## src/rtl/mem_bridge.sv

```systemverilog
// mem_bridge: arbitrates the core's fetch and data ports onto one request/grant/response
// memory bus, one transaction in flight, with byte-lane alignment of stores and loads.
module mem_bridge #(
    parameter int XLEN     = 32,
    parameter int ARB_MODE = 0
) (
    input  logic              clk,
    input  logic              reset,
    input  logic              if_req_i,
    input  logic [XLEN-1:0]   if_adr_i,
    output logic [31:0]       if_instr_o,
    output logic              if_rdy_o,
    input  logic              d_req_i,
    input  logic [XLEN-1:0]   d_adr_i,
    input  logic              d_is_store_i,
    input  logic [2:0]        d_size_i,
    input  logic [XLEN-1:0]   d_store_data_i,
    output logic [XLEN-1:0]   d_load_data_o,
    output logic              d_rdy_o,
    output logic              d_err_o,
    output logic              stall_o,
    output logic              mem_req_o,
    input  logic              mem_gnt_i,
    output logic [XLEN-1:0]   mem_adr_o,
    output logic              mem_we_o,
    output logic [XLEN/8-1:0] mem_be_o,
    output logic [XLEN-1:0]   mem_wdata_o,
    input  logic              mem_rvalid_i,
    input  logic [XLEN-1:0]   mem_rdata_i,
    input  logic              mem_err_i
);
    localparam int NB   = XLEN / 8;
    localparam int OFFW = $clog2(NB);

    typedef enum logic [1:0] {IDLE, REQ, WAIT, RESP} state_t;

    state_t          state, state_nxt;
    logic            owner_d;
    logic            last_d;
    logic            err_q;
    logic            accept, pick_d, d_misaligned, resp;
    logic [XLEN-1:0] adr_q, wdata_q, rdata_q;
    logic [1:0]      size_q;
    logic            we_q;
    logic [OFFW-1:0] off;
    logic [XLEN-1:0] lane_data;
    logic            unused_size_msb;

    assign unused_size_msb = d_size_i[2];

    function automatic logic misaligned(input logic [2:0] lo, input logic [1:0] sz);
        logic [2:0] m;
        m = 3'((4'd1 << sz) - 4'd1);
        return ((lo & m) != 3'd0) || (XLEN == 32 && sz == 2'd3);
    endfunction

    function automatic logic [NB-1:0] byte_en(input logic [OFFW-1:0] o, input logic [1:0] sz);
        logic [NB-1:0] be;
        be = '0;
        for (int b = 0; b < NB; b++)
            if (b >= int'(o) && b < int'(o) + (1 << sz)) be[b] = 1'b1;
        return be;
    endfunction

    function automatic logic [XLEN-1:0] size_mask(input logic [1:0] sz);
        logic [XLEN-1:0] m;
        m = '0;
        for (int b = 0; b < NB; b++)
            if (b < (1 << sz)) m[8*b +: 8] = 8'hFF;
        return m;
    endfunction

    // Arbitration and next state
    always_comb begin
        state_nxt    = state;
        accept       = 1'b0;
        pick_d       = 1'b0;
        d_misaligned = misaligned(d_adr_i[2:0], d_size_i[1:0]);
        case (state)
            IDLE: begin
                if (if_req_i || d_req_i) begin
                    accept    = 1'b1;
                    pick_d    = (ARB_MODE == 0) ? d_req_i
                                                : (d_req_i && (!if_req_i || !last_d));
                    state_nxt = (pick_d && d_misaligned) ? RESP : REQ;
                end
            end
            REQ:     if (mem_gnt_i) state_nxt = WAIT;
            WAIT:    if (mem_rvalid_i) state_nxt = RESP;
            RESP:    state_nxt = IDLE;
            default: state_nxt = IDLE;
        endcase
    end

    always_ff @(posedge clk) begin
        if (reset) begin
            state   <= IDLE;
            owner_d <= 1'b0;
            last_d  <= 1'b0;
            err_q   <= 1'b0;
        end else begin
            state <= state_nxt;
            if (accept) begin
                owner_d <= pick_d;
                last_d  <= pick_d;
                err_q   <= pick_d && d_misaligned;
            end else if (state == WAIT && mem_rvalid_i) begin
                err_q <= mem_err_i;
            end
        end
    end

    // Latched transaction fields and response data
    always_ff @(posedge clk) begin
        if (accept) begin
            adr_q   <= pick_d ? d_adr_i : if_adr_i;
            we_q    <= pick_d && d_is_store_i;
            size_q  <= pick_d ? d_size_i[1:0] : 2'd2;
            wdata_q <= d_store_data_i;
        end
        if (state == WAIT && mem_rvalid_i) rdata_q <= mem_rdata_i;
    end

    // Bus drive and core-side response
    always_comb begin
        off         = adr_q[OFFW-1:0];
        mem_req_o   = (state == REQ);
        mem_adr_o   = '0;
        mem_we_o    = 1'b0;
        mem_be_o    = '0;
        mem_wdata_o = '0;
        if (state == REQ) begin
            mem_adr_o   = {adr_q[XLEN-1:OFFW], {OFFW{1'b0}}};
            mem_we_o    = we_q;
            mem_be_o    = byte_en(off, size_q);
            mem_wdata_o = wdata_q << {off, 3'b000};
        end
        // A word-aligned fetch offset selects its 32-bit lane through the same shift
        lane_data     = rdata_q >> {off, 3'b000};
        resp          = (state == RESP);
        if_rdy_o      = resp && !owner_d;
        d_rdy_o       = resp && owner_d;
        d_err_o       = resp && owner_d && err_q;
        if_instr_o    = '0;
        d_load_data_o = '0;
        if (resp && !owner_d) if_instr_o = lane_data[31:0];
        if (resp && owner_d && !we_q && !err_q) d_load_data_o = lane_data & size_mask(size_q);
    end

    assign stall_o = (if_req_i & ~if_rdy_o) | (d_req_i & ~d_rdy_o);

endmodule
```

## config.mk

```make
export PLATFORM = sky130hd
export DESIGN_NAME = mem_bridge
export DESIGN_NICKNAME = d
export VERILOG_FILES = /design/src/rtl/mem_bridge.sv
export SDC_FILE = /design/constraint.sdc
export NUM_CORES = 1
export LEC_CHECK = 0
export BUFFER_PORTS_ARGS = -buffer_cell sky130_fd_sc_hd__buf_2
export CAP_MARGIN = 20
export CELL_PAD_IN_SITES_DETAIL_PLACEMENT = 1
export CELL_PAD_IN_SITES_GLOBAL_PLACEMENT = 1
export CORE_MARGIN = 3
export CORE_UTILIZATION = 34
export CTS_BUF_LIST = sky130_fd_sc_hd__clkbuf_4 sky130_fd_sc_hd__clkbuf_8 sky130_fd_sc_hd__clkbuf_16
export DETAILED_ROUTE_END_ITERATION = 7
export GPL_ROUTABILITY_DRIVEN = 0
export PLACE_DENSITY_LB_ADDON = 0.1
export SYNTH_ARGS = -nofsm -noshare
export SYNTH_HDL_FRONTEND = slang
export SYNTH_SLANG_ARGS = --single-unit
```

## constraint.sdc

```tcl
create_clock -name clk -period 3.2 [get_ports clk]
set_input_delay 0.64 -clock clk [delete_from_list [all_inputs] [get_ports clk]]
set_output_delay 0.64 -clock clk [all_outputs]
set_load 0.01 [all_outputs]
```

==> results.sh, run 1 <==
export IMPL_reg2reg_from="state[0]"
export IMPL_floorplan_core_area_mm2=0.0154
export IMPL_grt_met2_use=0.326
export IMPL_post_route_drc_count=0
export IMPL_worst_r2r_setup_slack_ps=1050
export IMPL_die_width_um=132
export IMPL_io_pins=277
export IMPL_cp_max_fo=16
export IMPL_synth_edff_count=99
export IMPL_dpl_instance_area_mm2=0.00696
export IMPL_rows=45
export IMPL_synth_async_reset_ratio=0
export IMPL_dp_hpwl_mm=12.7
export IMPL_worst_path_max_delay_cell="nor2b_2"
export IMPL_drt_vias_per_instance=4.82
export IMPL_static_power_due_to_leakage_uw=0.00338
export IMPL_synth_top_cell_area_share=0.550
export IMPL_synth_yosys_warnings=0
export IMPL_routed_via_count=4433
export IMPL_worstReg2RegEnd="state[1]"
export IMPL_top_usage_layer="met2"
export IMPL_cells_along_the_critical_path="nor2b_2, a22oi_1, nor2_1, buf_2"
export IMPL_floorplan_die_height_um=132
export IMPL_power_density_of_the_placed_cells_mw_per_mm2=782
export IMPL_clock_sinks=103
export IMPL_path_depth_of_the_worst_reg2reg_path=5
export IMPL_peakVddDrop_mv=0.387
export IMPL_yosys_cell_count_top_type="edfxtp_1"
export IMPL_fmaxAchievable_mhz=330
export IMPL_routedWlPerCell_um=18.2
export IMPL_io_buffers=273
export IMPL_die_outline_area_mm2=0.0174
export IMPL_track_usage=0.190
export IMPL_hp_start="d_store_data_i[0]"
export IMPL_critical_path_arrival_ps=2390
export IMPL_worstSetupPathType="reg -> out"
export IMPL_hold_path_class="in -> reg"
export IMPL_worst_slew_pin_transition_ps=944
export IMPL_design_power_total_uw=5710
export IMPL_layout_worst_path_cycle_share=0.948
export IMPL_overflow=0
export IMPL_end_kind="output pin"
export IMPL_cts_max_level=3
export IMPL_postSynthAreaPerCell_um2=12.4
export IMPL_min_delay_path_depth=1
export IMPL_grt_max_degree=51
export IMPL_placed_cells=902
export IMPL_cell_type_contributing_the_most_total_cell_area_after_synthesis="edfxtp_1"
export IMPL_starting_density=0.351
export IMPL_final_layout_size_suffix_gt1_frac=0.514
export IMPL_groute_layer_met1_usage=0.222
export IMPL_number_of_drc_violations_after_detailed_routing_iteration_0=200
export IMPL_slew_violations=0
export IMPL_unique_cell_type_count_in_the_yosys_netlist=38
export IMPL_totalNegativeSetupSlack_ps=0
export IMPL_insertion_delay_to_the_later_sink_of_the_worst_skew_pair_ps=350
export IMPL_cap_violations=0
export IMPL_synth_common_cells="99 x edfxtp_1, 70 x nor2_1, 56 x and2_1, 56 x mux2_2, 25 x mux2i_1"
export IMPL_met3_usage=0.0645
export IMPL_cts_root_buf="clkbuf_16"
export IMPL_timing_critical_path_from_type="flip-flop"
export IMPL_synth_sequential_area_ratio=0.565
export IMPL_setup_viol=0
export IMPL_final_antenna_net_count=0
export IMPL_grt_pass1_wl_mm=26.1
export IMPL_run_status="completed"
export IMPL_cts_tree="yes"
export IMPL_ys_ff_latch=103
export IMPL_number_of_global_route_vias_before_repair=4745
export IMPL_unrepaired_setup_endpoints_after_global_routing="false"
export IMPL_cp_required_ps=2560
export IMPL_finalNetCount=849
export IMPL_synth_area_mm2=0.00540
export IMPL_numCtsBuffers=9
export IMPL_final_setup_skew_ps=6.45
export IMPL_final_hold_viol_count=0
export IMPL_number_of_antenna_violations_at_the_first_check_in_global_routing=0
export IMPL_num_antenna_cells=0
export IMPL_clk_pin_slew_worst_paths_ps=70
export IMPL_first_pass_detailed_route_iteration_total=4
export IMPL_syn_instance_count=437
export IMPL_max_slew_margin_rel=0.368
export IMPL_post_route_min_period_ps=3030
export IMPL_clk_path_buf_depth=2
export IMPL_layoutNonFillerInstCount=919
export IMPL_worst_hold_path_endpoint="wdata_q[0]"
export IMPL_postLayoutCellArea_mm2=0.00730
export IMPL_ys_flop_type="edfxtp_1"
export IMPL_cpPeakStageDelay_ps=840
export IMPL_route_final_wire_length_mm=16.7
export IMPL_synthTopCellsByArea="edfxtp_1 55%, mux2_2 12%, and2_1 6.5%"
export IMPL_area_growth_synth_to_final_pct=35.2
-- routing by layer --
layer	part of all wire	wire (um)
met5	0	0
met4	0.020	342
met3	0.090	1500
met2	0.49	8210
met1	0.40	6660
-- state kept, by name (all words and copies together) (netlist names) --
name     count
rdata_q     32
size_q       2
err_q        1
state        2
adr_q       32
owner_d      1
wdata_q     32
we_q         1
-- kinds of logic (layout without fill, tap and decap cells) --
family,after synthesis,after routing,synth area share
other,1,2,0.000694
AO/OA/AOI/OAI,45,45,0.0600
flip-flops,103,103,0.565
adder cells (fa/ha/maj),7,7,0.0176
AND/OR/NAND/NOR,161,161,0.158
multiplexers,81,81,0.163
buffers and inverters,39,309,0.0357
-- through the flow --
stage / setup WS [ps] / hold slack, ps / utilization
floorplan: 532 / 487 / -
global placement: 472 / 511 / 0.453
detailed placement: 365 / 540 / 0.453
CTS: 89.2 / 443 / 0.475
global route: 25.1 / 440 / 0.475
finish: 168 / 461 / 0.475
-- worst max-delay path, delay by kind of cell (launching register included) --
| kind | cells | cell delay (ps) |
|---|---|---|
| AOI/OAI and AO/OA | 1 | 260 |
| and+or+nand+nor | 2 | 1070 |
| buffers and inverters | 1 | 170 |
| DFF | 1 | 540 |
-- timing repair --
action | in CTS | in global routing
buffers inserted | 1 | 0
pin swaps | 1 | 0
endpoints found under the setup margin | 4 | 16
resized for setup | 0 | 2
hold buffers | 0 | 0
-- final cells by class --
| class | count | area (um^2) |
|---|---|---|
| clock inverters | 6 | 90.1 |
| well taps | 211 | 264 |
| repair buffers | 283 | 1450 |
| flip-flops and latches | 103 | 3050 |
| multi-input cells | 296 | 2170 |
| clock buffers | 10 | 233 |
| fillers | 1760 | 8070 |
| inverters | 10 | 37.5 |
-- where the power goes --
group | switching (uW) | leakage, uW | internal, uW
combinational | 1360 | 0.00225 | 950
clock | 498 | 0.000159 | 701
sequential | 175 | 0.000973 | 2020
-- cell usage in the layout (no fill, tap or decap), types with 3 or more instances in the layout --
cell type / n
dfxtp_1: 4
clkbuf_16: 9
inv_1: 7
a21oi_1: 5
nor2b_1: 8
and3_1: 4
a22oi_1: 16
clkinv_1: 3
buf_2: 273
buf_4: 9
ha_1: 6
inv_6: 3
mux2_2: 56
nand2_1: 4
edfxtp_1: 99
nor2_1: 70
and2_1: 56
nand2b_1: 6
a211oi_1: 16
mux2i_1: 25
-- how the worst max path moves through the flow --
stage                        start                 to  cells past startpoint
final                     adr_q[1]  d_load_data_o[15]                      4
after global placement    state[0]  d_load_data_o[24]                      6
after floorplan           adr_q[1]        mem_be_o[2]                      6
after CTS                 state[0]  d_load_data_o[23]                      5
after detailed placement  state[0]  d_load_data_o[25]                      6
after global routing      adr_q[1]  d_load_data_o[15]                      4
Note: power is estimated with default switching activity, not from simulation.
==> inputs of run 2 (changes only) <==
Settings changed: BUFFER_PORTS_ARGS -buffer_cell sky130_fd_sc_hd__buf_2 to default, CORE_UTILIZATION 34 to 48, DONT_BUFFER_PORTS from default to 1, TNS_END_PERCENT from default to 5.
Clock period 3.2 ns to 3.3 ns, I/O delays scaled along.
==> run 2 against run 1 <==
Compared with the run above: clock skew hardly changed; sequential share of layout area is 10 points higher; clock-buffer cell count is 1 higher; combinational power is 15% lower; first-iteration DRC count is 17% lower; power is 10% lower; largest power group is now sequential cells; highest routed layer unchanged.
==> results.sh, run 2 (synthesized netlist as in run 1, its figures left out) <==
export IMPL_routedWlPerCell_um=24.4
export IMPL_clk_pin_slew_worst_paths_ps=70
export IMPL_final_layout_size_suffix_gt1_frac=0.226
export IMPL_commonest_non_fill_non_tap_cell_in_the_layout="edfxtp_1"
export IMPL_post_route_drc_count=0
export IMPL_rows=38
export IMPL_finalNetCount=588
export IMPL_cap_violations=0
export IMPL_worst_path_max_delay_cell="edfxtp_1"
export IMPL_timing_final_ws_setup_ps=253
export IMPL_cp_max_fo=3
export IMPL_slew_violations=0
export IMPL_cts_repair_timing_setup_buffer_count=0
export IMPL_fmaxAchievable_mhz=328
export IMPL_worst_slew_pin_transition_ps=730
export IMPL_final_cell_mix="99 x edfxtp_1, 70 x nor2_1, 56 x and2_1, 56 x mux2_2, 25 x mux2i_1"
export IMPL_dp_hpwl_mm=10.8
export IMPL_postCtsResizedCells=0
export IMPL_unrepaired_setup_endpoints_after_global_routing="false"
export IMPL_cells_along_the_critical_path="nor2_1, ha_1, inv_1, fa_1, nor4b_1, a22o_1, a221oi_1, buf_4"
export IMPL_cts_tree="yes"
export IMPL_number_of_antenna_violations_at_the_first_check_in_global_routing=1
export IMPL_number_of_drc_violations_after_detailed_routing_iteration_0=167
export IMPL_timing_critical_path_from_type="flip-flop"
export IMPL_path_depth_of_the_worst_reg2reg_path=5
export IMPL_layout_worst_path_cycle_share=0.923
export IMPL_cts_root_buf="clkbuf_16"
export IMPL_track_usage=0.226
export IMPL_worstSetupPathType="reg -> out"
export IMPL_critical_path_arrival_ps=2390
export IMPL_p_int_uw=3250
export IMPL_largestRegisters="adr_q (32), rdata_q (32), wdata_q (32)"
export IMPL_clk_path_buf_depth=2
export IMPL_totalNegativeSetupSlack_ps=0
export IMPL_end_kind="output pin"
export IMPL_final_hold_viol_count=0
export IMPL_min_delay_path_depth=1
export IMPL_cp_required_ps=2640
export IMPL_worst_hold_path_endpoint="owner_d"
export IMPL_cpPeakStageDelay_ps=410
export IMPL_place_worst_setup_slack_ps=584
export IMPL_insertion_delay_to_the_later_sink_of_the_worst_skew_pair_ps=350
export IMPL_starting_density=0.494
export IMPL_max_slew_margin_rel=0.511
export IMPL_route_final_wire_length_mm=14.4
export IMPL_post_route_min_period_ps=3050
export IMPL_grt_pass1_wl_mm=21.4
export IMPL_setup_viol=0
export IMPL_fillers=1106
export IMPL_overflow=0
export IMPL_clock_sinks=103
export IMPL_die_outline_area_mm2=0.0126
export IMPL_power_frac_clock=0.198
export IMPL_p_sw_frac=0.364
export IMPL_run_status="completed"
export IMPL_die_width_um=112
export IMPL_io_pins=277
export IMPL_floorplan_die_height_um=112
export IMPL_final_antenna_net_count=0
export IMPL_floorplan_core_area_mm2=0.0109
export IMPL_worstReg2RegEnd="state[1]"
export IMPL_comb_power_share=0.386
export IMPL_area_growth_synth_to_final_pct=8.96
export IMPL_hp_start="reset"
export IMPL_power_share_sequential=0.417
export IMPL_hold_path_class="in -> reg"
export IMPL_grt_max_degree=42
export IMPL_numCtsBuffers=9
export IMPL_drt_vias_per_instance=5.84
export IMPL_reg2reg_from="state[0]"
export IMPL_cts_hold_buf=0
export IMPL_routed_via_count=3434
export IMPL_net_switching_power_uw=1860
export IMPL_io_buffers=0
export IMPL_first_pass_detailed_route_iteration_total=4
export IMPL_peakVddDrop_mv=0.407
export IMPL_number_of_global_route_vias_before_repair=3615
export IMPL_power_density_of_the_placed_cells_mw_per_mm2=868
export IMPL_cts_max_level=3
export IMPL_final_setup_skew_ps=6.22
export IMPL_static_power_due_to_leakage_uw=0.00214
export IMPL_worst_r2r_setup_slack_ps=1170
==> run 2: cell count changes in the layout (fill, tap and decap cells not counted), moves of 2 or more <==
cell        delta
buf_2        -273
buf_4         +12
bufinv_16      -2
clkinv_2       +2
clkinvlp_4     +2
inv_6          -2
==> run 2: metal layers <==
metal,part of all wire,track usage
met1,0.38,0.264
met2,0.52,0.384
met3,0.088,0.0879
met4,0.017,0.0713
met5,0,0
==> run 2: critical path, delay by kind of cell, from the launching register on <==
family / cells / cell delay (ps)
buffers and inverters: 2 / 240
AND/OR/NAND/NOR: 2 / 500
adder cells (fa/ha/maj): 2 / 580
AO/OA/AOI/OAI: 2 / 300
flip-flops: 1 / 410
==> run 2: worst max path at each step <==
| stage | start | to | slack (ps) |
|---|---|---|---|
| after floorplan | adr_q[1] | mem_be_o[2] | 610 |
| final | size_q[1] | mem_be_o[2] | 250 |
| after global routing | size_q[1] | mem_be_o[2] | 70 |
| after global placement | state[0] | d_load_data_o[23] | 730 |
| after detailed placement | size_q[1] | mem_be_o[2] | 580 |
| after CTS | size_q[1] | mem_be_o[2] | 210 |
==> run 2: power by group through the flow <==
| stage | registers, uW | clock network (uW) | logic [uW] |
|---|---|---|---|
| 6_report | 2130 | 1010 | 1970 |
| 5_1_grt | 2170 | 1100 | 2170 |
| 4_1_cts | 2130 | 1040 | 2010 |
| 3_5_place_dp | 2160 | 0 | 2000 |
| 3_3_place_gp | 2130 | 0 | 1950 |
| 2_1_floorplan | 2110 | 0 | 1520 |
==> run 2: metrics by stage <==
step	instances	total power [uW]	cell area [um^2]	util	hold WS, ps
6_report	588	5110	5890	0.538	377
5_1_grt	588	5440	5890	0.538	361
4_1_cts	587	5170	5880	0.538	361
3_5_place_dp	571	4160	5600	0.512	532
3_3_place_gp	571	4070	5600	0.512	519
2_1_floorplan	438	3630	5410	-	487
==> run 2: final cells by class <==
| cell class | count | area [um^2] | area share |
|---|---|---|---|
| Antenna cell | 1 | 2.50 | 0.000425 |
| Tap cell | 140 | 175 | 0.0298 |
| Clock inverter | 5 | 33.8 | 0.00574 |
| Clock buffer | 11 | 246 | 0.0419 |
| Inverter | 10 | 37.5 | 0.00638 |
| Sequential cell | 103 | 3050 | 0.519 |
| Timing Repair Buffer | 22 | 178 | 0.0302 |
| Multi-Input combinational cell | 296 | 2160 | 0.367 |
